==> src/rtl/poly_voice_if.sv <==
// -----------------------------------------------------------------------------
// poly_voice_if
//
// Bus between the keypad/octave logic and the polyphonic tone engine.
//   master : drives per-voice phase increments, key gates, waveform mode and
//            the one-cycle sample request; observes the mixer and PWM outputs.
//   slave  : the engine side.
//
// Signals:
//   inc_flat     VOICES*ACC_W  phase increment of voice i at [i*ACC_W +: ACC_W]
//   key_en       VOICES        gate per voice (1 = held)
//   mode         2             00 square, 01 saw, 10 triangle, 11 25% pulse
//   sample_tick  1             one-cycle sample request
//   sample_out   SAMPLE_W      last mixed sample
//   sample_valid 1             one-cycle pulse when sample_out updates
//   clipped      1             saturation flag belonging to sample_out
//   busy         1             mix in progress
//   overrun      1             sticky: tick arrived while busy
//   pwm_out      1             registered PWM output
// -----------------------------------------------------------------------------
interface poly_voice_if #(
    parameter int VOICES   = 12,
    parameter int ACC_W    = 18,
    parameter int SAMPLE_W = 8
);
    logic [VOICES*ACC_W-1:0] inc_flat;
    logic [VOICES-1:0]       key_en;
    logic [1:0]              mode;
    logic                    sample_tick;
    logic [SAMPLE_W-1:0]     sample_out;
    logic                    sample_valid;
    logic                    clipped;
    logic                    busy;
    logic                    overrun;
    logic                    pwm_out;

    modport master (
        output inc_flat, key_en, mode, sample_tick,
        input  sample_out, sample_valid, clipped, busy, overrun, pwm_out
    );

    modport slave (
        input  inc_flat, key_en, mode, sample_tick,
        output sample_out, sample_valid, clipped, busy, overrun, pwm_out
    );
endinterface

==> src/rtl/poly_voice_engine.sv <==
// -----------------------------------------------------------------------------
// poly_voice_engine
//
// Polyphonic tone engine: VOICES free-running phase accumulators, a shared
// waveshaper, per-voice linear attack/release envelopes, a time-multiplexed
// saturating mixer (one voice per clock) and a PWM DAC.
//
// Ports:
//   clk    system clock
//   n_rst  synchronous reset, active HIGH despite the name
//   bus    poly_voice_if.slave (increments, gates, mode, tick in;
//          sample, flags and pwm_out out)
// -----------------------------------------------------------------------------
module poly_voice_engine #(
    parameter int VOICES     = 12,
    parameter int ACC_W      = 18,
    parameter int SAMPLE_W   = 8,
    parameter int GAIN_SHIFT = 2
) (
    input  logic        clk,
    input  logic        n_rst,
    poly_voice_if.slave bus
);
    localparam int MIX_W = SAMPLE_W + $clog2(VOICES + 1);
    localparam int IDX_W = (VOICES > 1) ? $clog2(VOICES) : 1;
    localparam logic [SAMPLE_W-1:0] FS       = '1;
    localparam logic [4:0]          AMP_MAX  = 5'd16;
    localparam logic [IDX_W-1:0]    LAST_IDX = IDX_W'(VOICES - 1);

    typedef enum logic [1:0] {S_IDLE, S_ACCUM, S_OUT} state_t;
    typedef enum logic [1:0] {W_SQUARE = 2'b00, W_SAW = 2'b01,
                              W_TRI = 2'b10, W_PULSE = 2'b11} wave_t;

    logic [ACC_W-1:0]    phase [VOICES];
    logic [4:0]          amp   [VOICES];
    state_t              state, state_nxt;
    wave_t               mode_q;
    logic [IDX_W-1:0]    idx;
    logic [MIX_W-1:0]    acc;
    logic [SAMPLE_W-1:0] sample_q, duty, pwm_cnt;
    logic                valid_q, clip_q, overrun_q, pwm_q;

    // ---------------- oscillators: run every clock, gate or not -------------
    always_ff @(posedge clk) begin
        // NOTE: phase/amp are individual flops with defined reset values, not a
        // RAM, so they are cleared element by element here.
        if (n_rst) begin
            for (int i = 0; i < VOICES; i++) phase[i] <= '0;
        end else begin
            // NOTE: all sequential state uses non-blocking assignment so every
            // register samples the pre-edge value of every other register.
            for (int i = 0; i < VOICES; i++)
                phase[i] <= phase[i] + bus.inc_flat[i*ACC_W +: ACC_W];
        end
    end

    // ---------------- waveshaper + envelope scaling for voice idx -----------
    logic [SAMPLE_W-1:0] t, u, wave, contrib;
    logic [SAMPLE_W+4:0] prod;

    always_comb begin
        // NOTE: every variable gets a default before the case so no path can
        // leave one unassigned and infer a latch.
        wave = '0;
        t    = SAMPLE_W'(phase[idx] >> (ACC_W - SAMPLE_W));
        u    = {t[SAMPLE_W-2:0], 1'b0};
        case (mode_q)
            W_SQUARE: wave = t[SAMPLE_W-1] ? '0 : FS;
            W_SAW:    wave = t;
            W_TRI:    wave = t[SAMPLE_W-1] ? ~u : u;
            W_PULSE:  wave = (t[SAMPLE_W-1 -: 2] == 2'b00) ? FS : '0;
            default:  wave = '0;
        endcase
        // amp is 0..16, so >>4 makes amp 16 a unity gain
        prod    = {5'b0, wave} * {{SAMPLE_W{1'b0}}, amp[idx]};
        contrib = SAMPLE_W'(prod >> 4);
    end

    // ---------------- gain and saturation of the finished sum ---------------
    logic [MIX_W-1:0]    mixed;
    logic                mix_clip;
    logic [SAMPLE_W-1:0] mix_sat;

    always_comb begin
        mixed    = acc >> GAIN_SHIFT;
        mix_clip = (mixed > MIX_W'(FS));
        mix_sat  = mix_clip ? FS : mixed[SAMPLE_W-1:0];
    end

    // ---------------- mixer FSM ---------------------------------------------
    always_comb begin
        state_nxt = state;
        case (state)
            S_IDLE:  if (bus.sample_tick) state_nxt = S_ACCUM;
            S_ACCUM: if (idx == LAST_IDX) state_nxt = S_OUT;
            S_OUT:   state_nxt = S_IDLE;
            default: state_nxt = S_IDLE;
        endcase
    end

    always_ff @(posedge clk) begin
        if (n_rst) begin
            state     <= S_IDLE;
            mode_q    <= W_SQUARE;
            idx       <= '0;
            acc       <= '0;
            sample_q  <= '0;
            valid_q   <= 1'b0;
            clip_q    <= 1'b0;
            overrun_q <= 1'b0;
            duty      <= '0;
            for (int i = 0; i < VOICES; i++) amp[i] <= '0;
        end else begin
            state   <= state_nxt;
            valid_q <= 1'b0;
            // ticks during ACCUM or OUT are dropped; only the flag remembers them
            if (bus.sample_tick && state != S_IDLE) overrun_q <= 1'b1;
            case (state)
                S_IDLE: begin
                    if (bus.sample_tick) begin
                        mode_q <= wave_t'(bus.mode);
                        idx    <= '0;
                        acc    <= '0;
                        for (int i = 0; i < VOICES; i++) begin
                            if (bus.key_en[i] && amp[i] < AMP_MAX)
                                amp[i] <= amp[i] + 5'd1;
                            else if (!bus.key_en[i] && amp[i] != 5'd0)
                                amp[i] <= amp[i] - 5'd1;
                        end
                    end
                end
                S_ACCUM: begin
                    acc <= acc + MIX_W'(contrib);
                    idx <= idx + IDX_W'(1);
                end
                S_OUT: begin
                    sample_q <= mix_sat;
                    clip_q   <= mix_clip;
                    valid_q  <= 1'b1;
                    duty     <= mix_sat;
                end
                default: ;
            endcase
        end
    end

    // ---------------- PWM DAC -----------------------------------------------
    always_ff @(posedge clk) begin
        if (n_rst) begin
            pwm_cnt <= '0;
            pwm_q   <= 1'b0;
        end else begin
            pwm_cnt <= pwm_cnt + SAMPLE_W'(1);
            pwm_q   <= (pwm_cnt < duty);
        end
    end

    assign bus.sample_out   = sample_q;
    assign bus.sample_valid = valid_q;
    assign bus.clipped      = clip_q;
    assign bus.busy         = (state != S_IDLE);
    assign bus.overrun      = overrun_q;
    assign bus.pwm_out      = pwm_q;
endmodule
==> src/flat_wrapper.sv <==
// flat-port wrapper written by rule: the top's interface ports become plain ports
module poly_voice_engine_flat 
#(
    parameter int VOICES     = 12,
    parameter int ACC_W      = 18,
    parameter int SAMPLE_W   = 8,
    parameter int GAIN_SHIFT = 2
)
  (clk, n_rst, bus_inc_flat, bus_key_en, bus_mode, bus_sample_tick, bus_sample_out, bus_sample_valid, bus_clipped, bus_busy, bus_overrun, bus_pwm_out);
  poly_voice_if #(.VOICES(VOICES), .ACC_W(ACC_W), .SAMPLE_W(SAMPLE_W)) bus_i ();
  input  logic clk;
  input  logic n_rst;
  input wire logic [$bits(bus_i.inc_flat)-1:0] bus_inc_flat;
  input wire logic [$bits(bus_i.key_en)-1:0] bus_key_en;
  input wire logic [$bits(bus_i.mode)-1:0] bus_mode;
  input wire logic [$bits(bus_i.sample_tick)-1:0] bus_sample_tick;
  output wire logic [$bits(bus_i.sample_out)-1:0] bus_sample_out;
  output wire logic [$bits(bus_i.sample_valid)-1:0] bus_sample_valid;
  output wire logic [$bits(bus_i.clipped)-1:0] bus_clipped;
  output wire logic [$bits(bus_i.busy)-1:0] bus_busy;
  output wire logic [$bits(bus_i.overrun)-1:0] bus_overrun;
  output wire logic [$bits(bus_i.pwm_out)-1:0] bus_pwm_out;
  assign bus_i.inc_flat = bus_inc_flat;
  assign bus_i.key_en = bus_key_en;
  assign bus_i.mode = bus_mode;
  assign bus_i.sample_tick = bus_sample_tick;
  assign bus_sample_out = bus_i.sample_out;
  assign bus_sample_valid = bus_i.sample_valid;
  assign bus_clipped = bus_i.clipped;
  assign bus_busy = bus_i.busy;
  assign bus_overrun = bus_i.overrun;
  assign bus_pwm_out = bus_i.pwm_out;
  poly_voice_engine #(.VOICES(VOICES), .ACC_W(ACC_W), .SAMPLE_W(SAMPLE_W), .GAIN_SHIFT(GAIN_SHIFT)) u_core (.clk(clk), .n_rst(n_rst), .bus(bus_i));
endmodule
==> config.mk <==
export PLATFORM = sky130hd
export DESIGN_NAME = poly_voice_engine_flat
export DESIGN_NICKNAME = d
export VERILOG_FILES = /design/src/rtl/poly_voice_if.sv /design/src/rtl/poly_voice_engine.sv /design/src/flat_wrapper.sv
export SDC_FILE = /design/constraint.sdc
export NUM_CORES = 1
export LEC_CHECK = 0
export ABC_AREA = 1
export BUFFER_PORTS_ARGS = -buffer_cell sky130_fd_sc_hd__buf_2
export CORE_ASPECT_RATIO = 0.75
export CORE_MARGIN = 8
export CORE_UTILIZATION = 60
export CTS_CLUSTER_DIAMETER = 40
export DETAILED_ROUTE_END_ITERATION = 8
export PLACE_DENSITY = 0.9
export SLEW_MARGIN = 25
export SYNTH_ARGS = -nofsm -noshare
export SYNTH_HDL_FRONTEND = slang
export SYNTH_SLANG_ARGS = --single-unit
==> constraint.sdc <==
create_clock -name clk -period 8.3 [get_ports clk]
set_clock_uncertainty 0.15 [all_clocks]
set_input_delay 1.66 -clock clk [delete_from_list [all_inputs] [get_ports clk]]
set_output_delay 1.66 -clock clk [all_outputs]
set_load 0.02 [all_outputs]
Word-level counts from Yosys, hierarchy flattened. Memories as Yosys holds them, arrays and structs flattened. A register that Yosys moved wholly into a read port is not among the register bits. Index checks and enable logic that the tools add are counted.

Register bits: 40. Bits in writable memories: 276. Input port bits: 233. Logic and storage cells: 356. Memories: 2.

Memory list: u_core.phase (words 12, width 18, rd ports 13, clocked after Yosys merged registers in 1, write ports 12, RTL line poly_voice_engine.sv:34) `logic [ACC_W-1:0] phase [VOICES];`; u_core.amp (words 12, width 5, rd ports 13, clocked after Yosys merged registers in 1, write ports 12, RTL line poly_voice_engine.sv:35) `logic [4:0] amp [VOICES];`.

Add/sub/neg operators: 39. Multiply operators: 1. Order comparisons: 14. Eq/ne operators: 8. Muxes and demuxes: 188. Bitwise operators: 37. Reductions and logical operators: 57.

Operators with widths (count): 18-bit adder (12); 18-bit 2-to-1 mux (12); 1-bit 2-to-1 mux (136); 5-bit 2-to-1 mux (24); 5-bit by 1-bit adder with 5-bit output, second input constant (12); 5-bit < comparator, second input constant (12); 5-bit nonzero test (12); 5-bit by 1-bit subtractor with 5-bit output, second input constant (12); 1-bit bitwise OR (36); 8-bit 2-to-1 mux (4); 8-bit case mux with 4 select lines (1); 1-bit logical AND (25); 12-bit case mux with 2 select lines (1); 4-bit 2-to-1 mux (5); 12-bit by 8-bit adder with 12-bit output (1); 1-bit logical NOT (12); 8-bit by 5-bit multiplier with 12-bit output (1); 12-bit 2-to-1 mux (1); 10-bit by 8-bit greater-than comparator with 1-bit output, second input constant (1); 8-bit by 1-bit adder with 8-bit output, second input constant (1); 8-bit < comparator (1); 8-bit NOT (1); 4-bit case mux with 2 select lines (1); 2-bit == test, second input constant (3); 10 further kinds (17).

Depth between registers and ports, before layout. An unclocked memory read counts as a cell.

Depth in word-level cells: 10. Depth in mapped cells: 46. Gate-level depth less buffers: 42.

Worst setup path after synthesis. No wires, ideal clock.

Kind: register to register. Start point: reg with a tool-made name. End point: reg u_core.acc[10]. Setup time: 86 ps. Arrival: 6089 ps. Required time: 8064 ps. Setup slack: 1975 ps. Cell stages (with the launch flop): 43. Period minus slack after synthesis: 6325 ps. Path through: dfxtp_1 > buf_6 > inv_4 > buf_8 > buf_6 > buf_6 > buf_6 > nor2_1 > o221ai_1 > o21ai_1 > nand2_1 > nand2_1 > ha_1 > nand2_1 > nand2_1 > nand2_2 > a21boi_1 > nand2_1 > [7 not listed] > ha_1 > a21oi_1 > nand2_2 > xor2_1 > ha_1 > nand2_1 > nand2_1 > a21oi_1 > nor2_1 > o21ai_0 > nand2_1 > nand2_1 > nand2_1 > a21oi_1 > nor2_1 > nand3_1 > nor2_1 > a211oi_1.

RTL lines: end signal: assignment (RTL line poly_voice_engine.sv:133) `acc <= acc + MIX_W'(contrib);`; end: declaration (RTL line poly_voice_engine.sv:39) `logic [MIX_W-1:0] acc;`.

==> results.txt <==
first-pass GRT wire length - 105000 um
fillers - 3043
grt total ovfl - 0
path depth of the worst reg2reg path - 37
chip width - 243.7 um
max incr delay on CP - 0.68 ns
post-synth net total - 3686
Worst path slowest cell - dfxtp_2
RSZ-0062 raised after global routing - false
worst slew pin tran - 0.9621 ns
syn_area_per_cell - 7.443 um2
most used cell, CP - nand2_1
total wire length - 64910 um
EDFF count, synth - 60
IO Count - 246
number of synthesized register bits - 320
mux cell area share after synthesis - 0.004342
Tightest Hold Check Type - reg2reg
xor/xnor share of the synthesized area - 0.01951
post_cts resized - 0
leak pwr - 12.81 nW
Final Wtd Congestion - 0.9598
clock latency on the worst-skew pair - 0.56 ns
most frequent cell after synthesis - a21oi_1
DRT antenna net count - 0
post-synth top area share - 0.2230
largest net degree at the start of global routing - 104
CP endpoint kind - register
Max Cap Violations - 0
Yosys cell types - 57
DRT Pass-1 Iters - 6
Port-buffer cells - 245
Synth top cells by count - a21oi_1 (482), nand2_1 (426), inv_1 (406), nor2_1 (280), o21ai_0 (280)
max-slew violation count - 0
maximum VDD drop - 221.9 uV
setup_tns - 0 ns
footprint of the multi-input gates - 14380 um2
Via density - 5.765
leading area contributor after synthesis - dfxtp_1
row count - 62
Critical Path AT - 7.61 ns
Max clock buf depth - 3
sequential element share of the synthesized area - 0.3002
Total Power - 7.924 mW
register area - 7008 um2
Post-synth top flop - dfxtp_1
Starting Density - 0.6091
Reg clk slew, reported paths - 0.06 ns
Yosys warnings - 0
Synth Instances - 3136
synth top area cells - dfxtp_1 (22%), ha_1 (15%), a21oi_1 (10%), edfxtp_1 (7.7%), nand2_1 (6.9%)
Nets - 3920
post-DR wirelength/cell - 16.52 um
Core ar. - 38320 um2
Critical Path RT - 8.61 ns
Setup violations, final - 0
status - complete, no violations
Slew headroom - 0.3577
root buffer cell - clkbuf_16
Post-CTS Setup Inserts - 0
Fin. Hold Viols - 0
post-synthesis adder-cell area fraction - 0.1828
antenna violations before repair - 21
all-layer global routing usage - 0.2720
H-tree depth - 2
DRT iter0 DRCs - 2035
Num CTS Buffers - 44
Max Fclk - 0.1370 GHz
post-synthesis simple-gate area fraction - 0.1692
Synth async-reset ratio - 0
Compound-Gate Fraction of Synth Area - 0.2401
hpwl dp - 48820 um
startpoint types - register
total number of vias - 22660
crit path max fanout - 49
vias in the first global route - 21680
post-route minimum period - 7.298 ns
Num Clock Sinks - 320
Post-CTS Hold Fix Bufs - 0
largest family of logic cells by synthesized area - compound AO/OA/AOI/OAI gates
final worst-path cycle share - 0.8792
die area - 45530 um2
cell area after synthesis - 23340 um2
hold depth - 2
Die Ht - 186.8 um
Layout area overhead - 13.50%
pwr dens - 299.1 nW/um2
share of cells above drive strength 1 - 0.1142
Setup Crit Path Kind - reg2reg
DRC - 0
TritonCTS clock tree - yes
## sequential cells by signal, summed over array words and instances (netlist names), named ones only
| signal | cells |
|---|---|
| u_core.acc | 12 |
| u_core.bus.sample_out | 8 |
| u_core.bus.pwm_out | 1 |
| u_core.pwm_cnt | 8 |
| u_core.amp | 60 |
| u_core.mode_q | 2 |
| u_core.bus.overrun | 1 |
| u_core.idx | 4 |
| u_core.bus.sample_valid | 1 |
| u_core.state | 2 |
| u_core.phase | 216 |
| u_core.bus.clipped | 1 |
## layout make-up
cell class                      count  area share
Inverter                          420     0.05975
Clock buffer                       55     0.04695
Clock inverter                     27     0.01157
Multi-Input combinational cell   2332      0.5427
Tap cell                          512     0.02418
Sequential cell                   320      0.2645
Timing Repair Buffer              252     0.04912
Antenna cell                       12    0.001134
## worst max-delay path: cells and delay by family (launching register included)
kind / cells / cell delay (ns)
xor gates and xnor gates: 1 / 0.15
AOI/OAI and AO/OA: 9 / 1.60
buffers and inverters: 3 / 0.61
and+or+nand+nor: 18 / 1.48
DFF: 1 / 0.68
adders and majority gates: 6 / 2.50
## report_power, final
| part | total (mW) | leakage (nW) | internal (mW) | switching [mW] |
|---|---|---|---|---|
| Clock | 1.99 | 0.741 | 1.21 | 0.786 |
| Sequential | 2.29 | 2.79 | 1.98 | 0.310 |
| Combinational | 3.64 | 9.28 | 1.35 | 2.29 |
## through the flow
stage | hold WS (ns) | setup slack, ns | utilization | instances | instance area [um2]
finish | 0.3103 | 1.002 | 0.6913 | 3930 | 26490
CTS | 0.3125 | 1.079 | 0.6898 | 3917 | 26430
global route | 0.3373 | 0.5112 | 0.6913 | 3930 | 26490
global placement | 0.2931 | 1.433 | 0.6493 | 3835 | 24880
floorplan | 0.2797 | 1.975 | - | 3136 | 23340
detailed placement | 0.2983 | 1.130 | 0.6493 | 3835 | 24880
## cells by family after synthesis
group,Yosys count
DFF,320
adders and majority gates,317
xor gates and xnor gates,52
and+or+nand+nor,937
buffers and inverters,484
muxes,9
AOI/OAI and AO/OA,1017
## path summary, 6_finish.rpt
check	startpoint	endpoint	slack, ns
setup / recovery	register	u_core.acc[10]$_SDFFE_PP0P_	1.00
hold / removal	u_core.bus.overrun$_SDFFE_PP0P_	u_core.bus.overrun$_SDFFE_PP0P_	0.31
setup reg to reg	register	u_core.acc[10]$_SDFFE_PP0P_	1.00
hold reg to reg	u_core.bus.overrun$_SDFFE_PP0P_	u_core.bus.overrun$_SDFFE_PP0P_	0.31
## per-layer routing
layer  vias up  track usage  share of wire
met4        18      0.08993          0.030
met3       155      0.07577           0.11
met1     10260       0.3634           0.43
met5         -            0         0.0016
li1      11320            -              -
met2       905       0.4207           0.43
## cell usage in the layout, fill, tap and decap left out, types with 40 or more instances in the layout
| cell | netlist | routed |
|---|---|---|
| a21oi_1 | 482 | 482 |
| nand2_1 | 426 | 426 |
| inv_1 | 406 | 406 |
| nor2_1 | 280 | 280 |
| o21ai_0 | 280 | 280 |
| ha_1 | 277 | 277 |
| dfxtp_1 | 260 | 259 |
| buf_2 | 6 | 244 |
| nand3_1 | 132 | 132 |
| edfxtp_1 | 60 | 60 |
| o21ai_1 | 57 | 57 |
| o21a_1 | 48 | 48 |
| clkbuf_16 | 0 | 45 |
| nor3_1 | 41 | 41 |
| fa_1 | 40 | 40 |
(Power assumes the default switching activity.)
